## src/rtl/id_ex_stage_pkg.sv

```systemverilog
//------------------------------------------------------------------------------
// id_ex_stage_pkg
//   Shared widths, ALU control codes and forward-select encoding for ID/EX.
//   Revision: 1.0
//------------------------------------------------------------------------------
`default_nettype none

package id_ex_stage_pkg;

    localparam int XLEN       = 64;
    localparam int REG_ADDR_W = 5;

    localparam logic [3:0] ALU_AND   = 4'b0000;
    localparam logic [3:0] ALU_OR    = 4'b0001;
    localparam logic [3:0] ALU_ADD   = 4'b0010;
    localparam logic [3:0] ALU_SUB   = 4'b0110;
    localparam logic [3:0] ALU_XOR   = 4'b0100;
    localparam logic [3:0] ALU_SHIFT = 4'b0011;

    typedef enum logic [1:0] {
        FWD_REG   = 2'b00,
        FWD_MEMWB = 2'b01,
        FWD_EXMEM = 2'b10
    } fwd_sel_e;

endpackage

`default_nettype wire

```

## src/rtl/id_ex_stage_forward_unit.sv

```systemverilog
//------------------------------------------------------------------------------
// forward_unit
//   Picks the forwarding source for both EX operands; EX/MEM beats MEM/WB.
//   Revision: 1.0
//------------------------------------------------------------------------------
`default_nettype none

module forward_unit #(
    parameter int REG_ADDR_W = id_ex_stage_pkg::REG_ADDR_W
) (
    input  logic [REG_ADDR_W-1:0]     ex_rs1,
    input  logic [REG_ADDR_W-1:0]     ex_rs2,
    input  logic [REG_ADDR_W-1:0]     exmem_rd,
    input  logic                      exmem_reg_write,
    input  logic [REG_ADDR_W-1:0]     memwb_rd,
    input  logic                      memwb_reg_write,
    output id_ex_stage_pkg::fwd_sel_e fwd_a_sel,
    output id_ex_stage_pkg::fwd_sel_e fwd_b_sel
);
    import id_ex_stage_pkg::*;

    // x0 is hardwired to zero, so a write to it must never be forwarded.
    function automatic fwd_sel_e select_src(input logic [REG_ADDR_W-1:0] rs);
        if (exmem_reg_write && (exmem_rd != '0) && (exmem_rd == rs))
            return FWD_EXMEM;
        else if (memwb_reg_write && (memwb_rd != '0) && (memwb_rd == rs))
            return FWD_MEMWB;
        else
            return FWD_REG;
    endfunction

    always_comb begin
        fwd_a_sel = select_src(ex_rs1);
        fwd_b_sel = select_src(ex_rs2);
    end

endmodule

`default_nettype wire

```

## src/rtl/id_ex_stage.sv

```systemverilog
//------------------------------------------------------------------------------
// id_ex_stage
//   ID/EX pipeline register with operand forwarding and load-use bubble insert.
//   Revision: 1.0
//------------------------------------------------------------------------------
`default_nettype none

module id_ex_stage #(
    parameter int XLEN       = id_ex_stage_pkg::XLEN,
    parameter int REG_ADDR_W = id_ex_stage_pkg::REG_ADDR_W
) (
    input  logic                  clk,
    input  logic                  reset_n,
    input  logic                  id_valid,
    input  logic [REG_ADDR_W-1:0] id_rs1,
    input  logic [REG_ADDR_W-1:0] id_rs2,
    input  logic                  id_uses_rs2,
    input  logic [XLEN-1:0]       id_rs1_data,
    input  logic [XLEN-1:0]       id_rs2_data,
    input  logic [XLEN-1:0]       id_imm,
    input  logic                  id_alu_src,
    input  logic [3:0]            id_alu_ctrl,
    input  logic [REG_ADDR_W-1:0] id_rd,
    input  logic                  id_reg_write,
    input  logic                  id_mem_read,
    input  logic                  id_mem_write,
    input  logic                  id_mem_to_reg,
    input  logic                  id_branch,
    input  logic                  stall_in,
    input  logic                  flush_in,
    input  logic [REG_ADDR_W-1:0] exmem_rd,
    input  logic                  exmem_reg_write,
    input  logic [XLEN-1:0]       exmem_result,
    input  logic [REG_ADDR_W-1:0] memwb_rd,
    input  logic                  memwb_reg_write,
    input  logic [XLEN-1:0]       memwb_wdata,
    output logic                  load_use_stall,
    output logic                  ex_valid,
    output logic [XLEN-1:0]       ex_alu_a,
    output logic [XLEN-1:0]       ex_alu_b,
    output logic [3:0]            ex_alu_ctrl,
    output logic [XLEN-1:0]       ex_store_data,
    output logic [REG_ADDR_W-1:0] ex_rd,
    output logic                  ex_reg_write,
    output logic                  ex_mem_read,
    output logic                  ex_mem_write,
    output logic                  ex_mem_to_reg,
    output logic                  ex_branch
);
    import id_ex_stage_pkg::*;

    logic                  r_valid;
    logic [REG_ADDR_W-1:0] r_rs1;
    logic [REG_ADDR_W-1:0] r_rs2;
    logic [REG_ADDR_W-1:0] r_rd;
    logic [XLEN-1:0]       r_rs1_data;
    logic [XLEN-1:0]       r_rs2_data;
    logic [XLEN-1:0]       r_imm;
    logic                  r_alu_src;
    logic [3:0]            r_alu_ctrl;
    logic                  r_reg_write;
    logic                  r_mem_read;
    logic                  r_mem_write;
    logic                  r_mem_to_reg;
    logic                  r_branch;

    logic                  w_bubble;
    logic [XLEN-1:0]       w_fwd_rs1;
    logic [XLEN-1:0]       w_fwd_rs2;
    fwd_sel_e              w_fwd_a_sel;
    fwd_sel_e              w_fwd_b_sel;

    // A load in EX cannot supply its data until MEM, so a dependent ID must wait.
    assign load_use_stall = r_valid && r_mem_read && (r_rd != '0) && id_valid &&
                            ((r_rd == id_rs1) || (id_uses_rs2 && (r_rd == id_rs2)));

    // Flush outranks stall; a load-use bubble only lands when not stalled.
    assign w_bubble = !reset_n || flush_in || (!stall_in && load_use_stall);

    always_ff @(posedge clk) begin
        if (w_bubble) begin
            r_valid      <= 1'b0;
            r_rs1        <= '0;
            r_rs2        <= '0;
            r_rd         <= '0;
            r_rs1_data   <= '0;
            r_rs2_data   <= '0;
            r_imm        <= '0;
            r_alu_src    <= 1'b0;
            r_alu_ctrl   <= ALU_AND;
            r_reg_write  <= 1'b0;
            r_mem_read   <= 1'b0;
            r_mem_write  <= 1'b0;
            r_mem_to_reg <= 1'b0;
            r_branch     <= 1'b0;
        end else if (!stall_in) begin
            r_valid      <= id_valid;
            r_rs1        <= id_rs1;
            r_rs2        <= id_rs2;
            r_rd         <= id_rd;
            r_rs1_data   <= id_rs1_data;
            r_rs2_data   <= id_rs2_data;
            r_imm        <= id_imm;
            r_alu_src    <= id_alu_src;
            r_alu_ctrl   <= id_alu_ctrl;
            r_reg_write  <= id_reg_write  & id_valid;
            r_mem_read   <= id_mem_read   & id_valid;
            r_mem_write  <= id_mem_write  & id_valid;
            r_mem_to_reg <= id_mem_to_reg & id_valid;
            r_branch     <= id_branch     & id_valid;
        end
    end

    forward_unit #(
        .REG_ADDR_W (REG_ADDR_W)
    ) u_forward_unit (
        .ex_rs1          (r_rs1),
        .ex_rs2          (r_rs2),
        .exmem_rd        (exmem_rd),
        .exmem_reg_write (exmem_reg_write),
        .memwb_rd        (memwb_rd),
        .memwb_reg_write (memwb_reg_write),
        .fwd_a_sel       (w_fwd_a_sel),
        .fwd_b_sel       (w_fwd_b_sel)
    );

    always_comb begin
        w_fwd_rs1 = r_rs1_data;
        case (w_fwd_a_sel)
            FWD_EXMEM: w_fwd_rs1 = exmem_result;
            FWD_MEMWB: w_fwd_rs1 = memwb_wdata;
            default:   w_fwd_rs1 = r_rs1_data;
        endcase
    end

    always_comb begin
        w_fwd_rs2 = r_rs2_data;
        case (w_fwd_b_sel)
            FWD_EXMEM: w_fwd_rs2 = exmem_result;
            FWD_MEMWB: w_fwd_rs2 = memwb_wdata;
            default:   w_fwd_rs2 = r_rs2_data;
        endcase
    end

    assign ex_valid      = r_valid;
    assign ex_alu_a      = w_fwd_rs1;
    assign ex_alu_b      = r_alu_src ? r_imm : w_fwd_rs2;
    assign ex_alu_ctrl   = r_alu_ctrl;
    assign ex_store_data = w_fwd_rs2;
    assign ex_rd         = r_rd;
    assign ex_reg_write  = r_reg_write;
    assign ex_mem_read   = r_mem_read;
    assign ex_mem_write  = r_mem_write;
    assign ex_mem_to_reg = r_mem_to_reg;
    assign ex_branch     = r_branch;

endmodule

`default_nettype wire

```

## config.mk

```make
export PLATFORM = sky130hd
export DESIGN_NAME = id_ex_stage
export DESIGN_NICKNAME = d
export VERILOG_FILES = /design/src/rtl/id_ex_stage_pkg.sv /design/src/rtl/id_ex_stage_forward_unit.sv /design/src/rtl/id_ex_stage.sv
export SDC_FILE = /design/constraint.sdc
export NUM_CORES = 1
export LEC_CHECK = 0
export CAP_MARGIN = 20
export CELL_PAD_IN_SITES_DETAIL_PLACEMENT = 0
export CELL_PAD_IN_SITES_GLOBAL_PLACEMENT = 1
export CORE_ASPECT_RATIO = 0.8
export CORE_MARGIN = 10
export CORE_UTILIZATION = 27
export CTS_CLUSTER_DIAMETER = 30
export DETAILED_ROUTE_END_ITERATION = 10
export GPL_TIMING_DRIVEN = 0
export PLACE_DENSITY_LB_ADDON = 0.1
export SKIP_LAST_GASP = 1
export SLEW_MARGIN = 20
export SYNTH_ARGS = -nofsm -noshare
export SYNTH_HDL_FRONTEND = slang
export SYNTH_SLANG_ARGS = --single-unit
```

## constraint.sdc

```tcl
create_clock -name clk -period 2.3 [get_ports clk]
set_input_delay 0.46 -clock clk [delete_from_list [all_inputs] [get_ports clk]]
set_output_delay 0.46 -clock clk [all_outputs]
set_load 0.005 [all_outputs]
```

==> flow_summary.ini, run 1 <==
[status]
status = finished with violations
violations = setup timing

[power]
powerDensity_nw_per_um2 = 659
finalPower_mw = 15.9
vdd_drop_max_mv = 0.569
p_leak_nw = 10.5

[timing]
tightest_slew_ns = 0.932
fin_crit_ns = 3.26
holdWs_ns = 0.457
finalMaxSlewViolations = 0
clock.fmax_mhz = 306
finalHoldViolCount = 0
setup_viol = 403
fin_setup_tns_ns = -256.54
fin_worst_skew_ns = 0.0141
rsz0062_at_grt = true
relSlewSlack = 0.379
period_share = 1.42
layout_setup_ws_ns = -0.963

[synthesis]
postSynthCellCount = 1205
syn-num-nets = 1568
synth_edf_count = 0
ys_seq_area_frac = 0.376
synth_area_leaders = dfxtp_1 (38%), a22o_1 (16%), mux2_2 (6.2%)
async_flop_share = 0
synth_largest_area_cell = dfxtp_1
synth_top_area_share = 0.376
yosysWarnings = 0
synth_area_per_cell_um2 = 9.62
ys.flop_type = dfxtp_1
ys_types = 38
synth-seq-cells = 218
synth_area_um2 = 11600

[global_route]
antenna_found_initial = 24
grt_max_degree = 16
grt_pass1_vias = 13900
grt_usage = 0.262
grt-ovfl-total = 0
grt_pass1_wl_mm = 100

[detailed_routing]
drt_first_pass_iters = 5
drc = 0
wl_per_cell_um = 28.6
ant_nets = 0
drtIter0Drc = 823
viasPerCell = 5.33
wl_mm = 73.3
num_vias = 13700

[worst_setup_path]
cp-end-kind = output pin
worstPathRequired_ns = 1.84
worstSetupPathType = reg -> out
critPathArrivalTime_ns = 2.80
worst-path-max-fanout = 5
startpoint_type = flip-flop

[placement]
pre_cts_slack_ns = -2.18
place_area_um2 = 18000
place_hpwl_mm = 53.8
place_congestion = 0.857
portBuffers = 570
placedCellCount = 2327

[layout]
layout.nets = 2317
final_core_util = 0.573
drive_gt1_frac = 0.349
reg_top3 = r_imm x64, r_rs1_data x64, r_rs2_data x64
design_area_um2 = 24200
final_cells = 2566
area_growth_pct = 108

[floorplanning]
rows = 67
dieHeight_um = 205
die_area_um2 = 51700
die_w_um = 252
fp.coreArea_um2 = 42200
initial_core_util = 0.275
boundaryPins = 571

[clocking]
root_buffer = clkbuf_16
clk_pin_slew_ns = 0.05
cts_made_buffers = 58
htreeDepth = 2
clock_path_buffers = 3
clkLatencyLatePin_ns = 0.60
numClockSinks = 218
hold_buffers = 0
cts_tree = yes

[flow_run]
maxCapViolCount = 0

[worst_hold_path]
hold_path.class = in -> reg
layout make-up:
class	count	area (um2)
Clock inverter	37	617
Inverter	1	3.75
Sequential cell	218	4390
Antenna cell	13	32.5
Clock buffer	70	1570
Timing Repair Buffer	691	7050
Multi-Input combinational cell	840	8440
Fill cell	3614	18000
Buffer	144	1370
Tap cell	552	691
cell usage after synthesis (3+ instances only):
| master | n |
|---|---|
| dfxtp_1 | 218 |
| a22o_1 | 213 |
| clkbuf_1 | 80 |
| nand4_1 | 67 |
| nor2_1 | 67 |
| nor3_1 | 66 |
| a21oi_1 | 65 |
| mux2_2 | 64 |
| mux2i_1 | 64 |
| o31ai_1 | 64 |
| and3_1 | 49 |
| buf_2 | 45 |
| a31oi_2 | 40 |
| a31oi_1 | 24 |
| xnor2_1 | 23 |
| buf_4 | 8 |
| buf_6 | 7 |
| xor2_1 | 6 |
| a32o_1 | 5 |
| buf_12 | 4 |
| and2_1 | 3 |
| nand2_1 | 3 |
| nand3_1 | 3 |
path summary, 6_finish.rpt:
kind                                  start                          end  slack [ns]  depth (start not counted)
setup / recovery      r_rs2[4]$_SDFFE_PP0N_                  ex_alu_b[5]       -0.96                          9
hold / removal              id_rs2_data[53]  r_rs2_data[53]$_SDFFE_PP0N_        0.46                          2
setup reg to reg      ex_rd[4]$_SDFFE_PP0N_   r_rs1_data[2]$_SDFFE_PP0N_       -0.63                          8
hold reg to reg   ex_mem_write$_SDFFE_PP0N_    ex_mem_write$_SDFFE_PP0N_        0.47                          1
metal layers:
metal / share of wire / GRT usage / vias up
met5: 0.0024 / 0 / -
met4: 0.021 / 0.0875 / 26
met3: 0.082 / 0.0886 / 117
met2: 0.48 / 0.434 / 542
met1: 0.41 / 0.314 / 6710
li1: - / - / 6273
logic make-up after synthesis:
logic type,after synthesis,share of synthesized area
flops,218,0.376
compound gates,415,0.294
simple gates,266,0.122
buf+inv,148,0.0665
mux,128,0.117
xor+xnor,30,0.0233
critical path, stage by stage, from the launching register on:
cell and delay (ns):
dfxtp_4 0.37, xor2_4 0.17, or2_4 0.33, buf_4 0.16, buf_12 0.12, buf_16 0.13
o31ai_4 0.22, a31oi_4 0.14, mux2_2 0.27, dlygate4sd2_1 0.29
cell usage in the layout, fill, tap and decap left out, types with 6 or more instances in the layout:
cell type | netlist | layout
clkbuf_8 | 0 | 10
clkinv_2 | 0 | 8
diode_2 | 0 | 13
xnor2_2 | 1 | 6
a31oi_4 | 0 | 37
nor2_1 | 67 | 55
nor2_2 | 0 | 9
a22o_1 | 213 | 213
dfxtp_1 | 218 | 209
clkbuf_1 | 80 | 34
nand4_1 | 67 | 67
clkdlybuf4s50_1 | 0 | 384
clkinv_4 | 0 | 6
xnor2_1 | 23 | 14
mux2_4 | 0 | 35
a31oi_2 | 40 | 26
dlygate4sd2_1 | 0 | 22
clkbuf_2 | 0 | 64
buf_12 | 4 | 27
clkinvlp_4 | 0 | 6
nor3_1 | 66 | 40
nor3_2 | 0 | 25
mux2i_1 | 64 | 56
o31ai_4 | 0 | 59
a21oi_1 | 65 | 54
buf_4 | 8 | 80
buf_6 | 7 | 59
clkbuf_16 | 0 | 73
buf_8 | 1 | 21
a21oi_2 | 0 | 8
dlymetal6s2s_1 | 0 | 83
buf_2 | 45 | 29
and3_1 | 49 | 45
bufinv_16 | 0 | 15
clkbuf_4 | 0 | 9
mux2_2 | 64 | 29
repair_timing:
action / in CTS / in global routing
pin swaps: 54 / 111
setup buffers: 55 / 53
endpoints found under the setup margin: 403 / 403
gates cloned: 8 / 7
resized for setup: 452 / 468
power by group:
part / leakage [nW] / total [mW] / internal (mW) / switching, mW
sequential: 1.78 / 4.02 / 3.91 / 0.109
combinational: 7.68 / 2.73 / 1.56 / 1.16
clock: 1.05 / 9.16 / 6.50 / 2.67
total: 10.5 / 15.9 / 12.0 / 3.94
No activity file was read; power rests on OpenSTA's default activity.
==> inputs of run 2 (changes only) <==
GPL_TIMING_DRIVEN = not set   (was 0)
==> run 2 against run 1 <==
Net effect:
- the flow still finishes with violations (setup timing)
- design area increased by 7.4%
- final cell count increased by 5.9%
- critical path depth unchanged
- register-to-register slack improved by 0.89 ns
- global-route usage increased by 0.36 points
- sequential share of layout area decreased by 1.2 points
- combinational power increased by 7.7%
- sequential power about the same
- hold slack got worse by 0.10 ns
- clock skew increased by 0.013 ns
- utilization increased by 4.2 points
- clock-buffer cell count increased by 20
- critical path type unchanged
- critical endpoint is now ex_alu_b[55]
- highest routed layer unchanged
==> flow_summary.ini, run 2 (synthesized netlist as in run 1, its figures left out) <==
[timing]
tightest_slew_ns = 0.451
layout_setup_ws_ns = -1.01
rsz0062_at_grt = true
finalMaxSlewViolations = 0
finalHoldViolCount = 0
period_share = 1.44
setup_viol = 192
relSlewSlack = 0.697
clock.fmax_mhz = 302
holdWs_ns = 0.353
fin_crit_ns = 3.31
fin_worst_skew_ns = 0.0268
fin_setup_tns_ns = -142.83

[clocking]
cts_made_buffers = 68
root_buffer = clkbuf_16
cts_tree = yes
numClockSinks = 218
clk_pin_slew_ns = 0.04
htreeDepth = 3
clkLatencyLatePin_ns = 0.59
clock_path_buffers = 3

[global_route]
grt_pass1_vias = 14600
top_usage_layer = met2
grt_use_met1 = 0.329
grt_pass1_wl_mm = 103
grt_usage = 0.265
grt-ovfl-total = 0
antenna_found_initial = 22
grt_max_degree = 39
use_met2 = 0.437
met3_usage = 0.0851

[floorplanning]
boundaryPins = 571
die_area_um2 = 51700
dieHeight_um = 205
fp.coreArea_um2 = 42200
initial_core_util = 0.275
die_w_um = 252
rows = 67

[worst_hold_path]
hold_path.class = in -> reg

[placement]
place_hpwl_mm = 50.5
portBuffers = 570
placedCellCount = 2432
pre_cts_slack_ns = -1.42
place_congestion = 0.842

[status]
status = finished with violations
violations = setup timing

[detailed_routing]
wl_per_cell_um = 27.3
ant_nets = 0
drc = 0
wl_mm = 74.3
drt_first_pass_iters = 5
viasPerCell = 5.30
drtIter0Drc = 871
num_vias = 14400

[power]
vdd_drop_max_mv = 0.494
powerDensity_nw_per_um2 = 629
p_leak_nw = 10.6

[layout]
layout.nets = 2460
final_cells = 2717
final_core_util = 0.615
final_cell_mix = clkdlybuf4s50_1 (364), a22o_1 (213), dfxtp_1 (203)
area_growth_pct = 124
drive_gt1_frac = 0.462
reg_top3 = r_imm x64, r_rs1_data x64, r_rs2_data x64
mostFrequentLayoutCell = clkdlybuf4s50_1
fill_cells = 3490

[flow_run]
maxCapViolCount = 0

[worst_setup_path]
worstPathRequired_ns = 1.84
worst-path-max-fanout = 17
critPathArrivalTime_ns = 2.85
worstSetupPathType = reg -> out
startpoint_type = flip-flop
cp-end-kind = output pin
-- run 2: cell types whose count changed in the layout (fill, tap and decap cells not counted), moves of 11 or more --
cell / delta
a31oi_2: -23
a31oi_4: +23
buf_12: +39
buf_2: +21
buf_4: +109
buf_6: +126
clkbuf_1: -27
clkbuf_2: -11
clkdlybuf4s50_1: -20
dlymetal6s2s_1: -72
o31ai_2: +11
o31ai_4: -21
-- run 2: layout make-up --
cell class                 instances  area [um2]  share of cell area
timing repair buffer             969        9960               0.384
multi-input combinational        839        8540               0.329
sequential                       218        4400               0.169
clock buffer                      90        1980              0.0763
tap                              552         691              0.0266
clock inverter                    33         335              0.0129
antenna                           15        37.5             0.00145
inverter                           1        3.75            0.000145
-- run 2: through the flow --
stage / power [mW] / area [um2]
2_1_floorplan: 4.77 / 11600
3_3_place_gp: 6.46 / 19800
3_5_place_dp: 6.47 / 19800
4_1_cts: 16.1 / 24300
5_1_grt: 16.8 / 25900
6_report: 16.3 / 25900
-- run 2: path summary, 6_finish.rpt --
kind / slack [ns] / cells after the start / endpoint / from
max: -1.01 / 9 / ex_alu_b[55] / r_rs2[0]$_SDFFE_PP0N_
min: 0.35 / 3 / r_rs2[3]$_SDFFE_PP0N_ / id_rs2[3]
max reg2reg: 0.26 / 7 / r_rs2_data[16]$_SDFFE_PP0N_ / ex_rd[4]$_SDFFE_PP0N_
min reg2reg: 0.47 / 1 / ex_alu_ctrl[1]$_SDFFE_PP0N_ / ex_alu_ctrl[1]$_SDFFE_PP0N_
-- run 2: report_power, final --
group	total, mW	internal, mW	switching (mW)
Combinational	2.94	1.72	1.21
Sequential	4.02	3.92	0.0999
Clock	9.37	6.55	2.82
-- run 2: repair_timing --
action / 4_1_cts / 5_1_grt
pin swaps: 49 / 112
hold buffers: 0 / 0
buffers inserted: 64 / 91
gates cloned: 10 / 7
setup endpoints to repair: 193 / 193
resized for setup: 770 / 511
-- run 2: worst max-delay path: stages (launching register included) --
cell,delay [ns]
dfxtp_4,0.37
xnor2_4,0.19
buf_6,0.14
nand4_4,0.16
buf_4,0.21
clkbuf_16,0.21
o31ai_1,0.36
a31oi_4,0.14
mux2_2,0.28
clkdlybuf4s15_2,0.22
-- run 2: per-layer routing --
metal  vias to the layer above  wire length (um)
met4                        14              1500
met3                       121              5590
met1                      7112             31500
met2                       583             35600
li1                       6566                 -
met5                         -                75
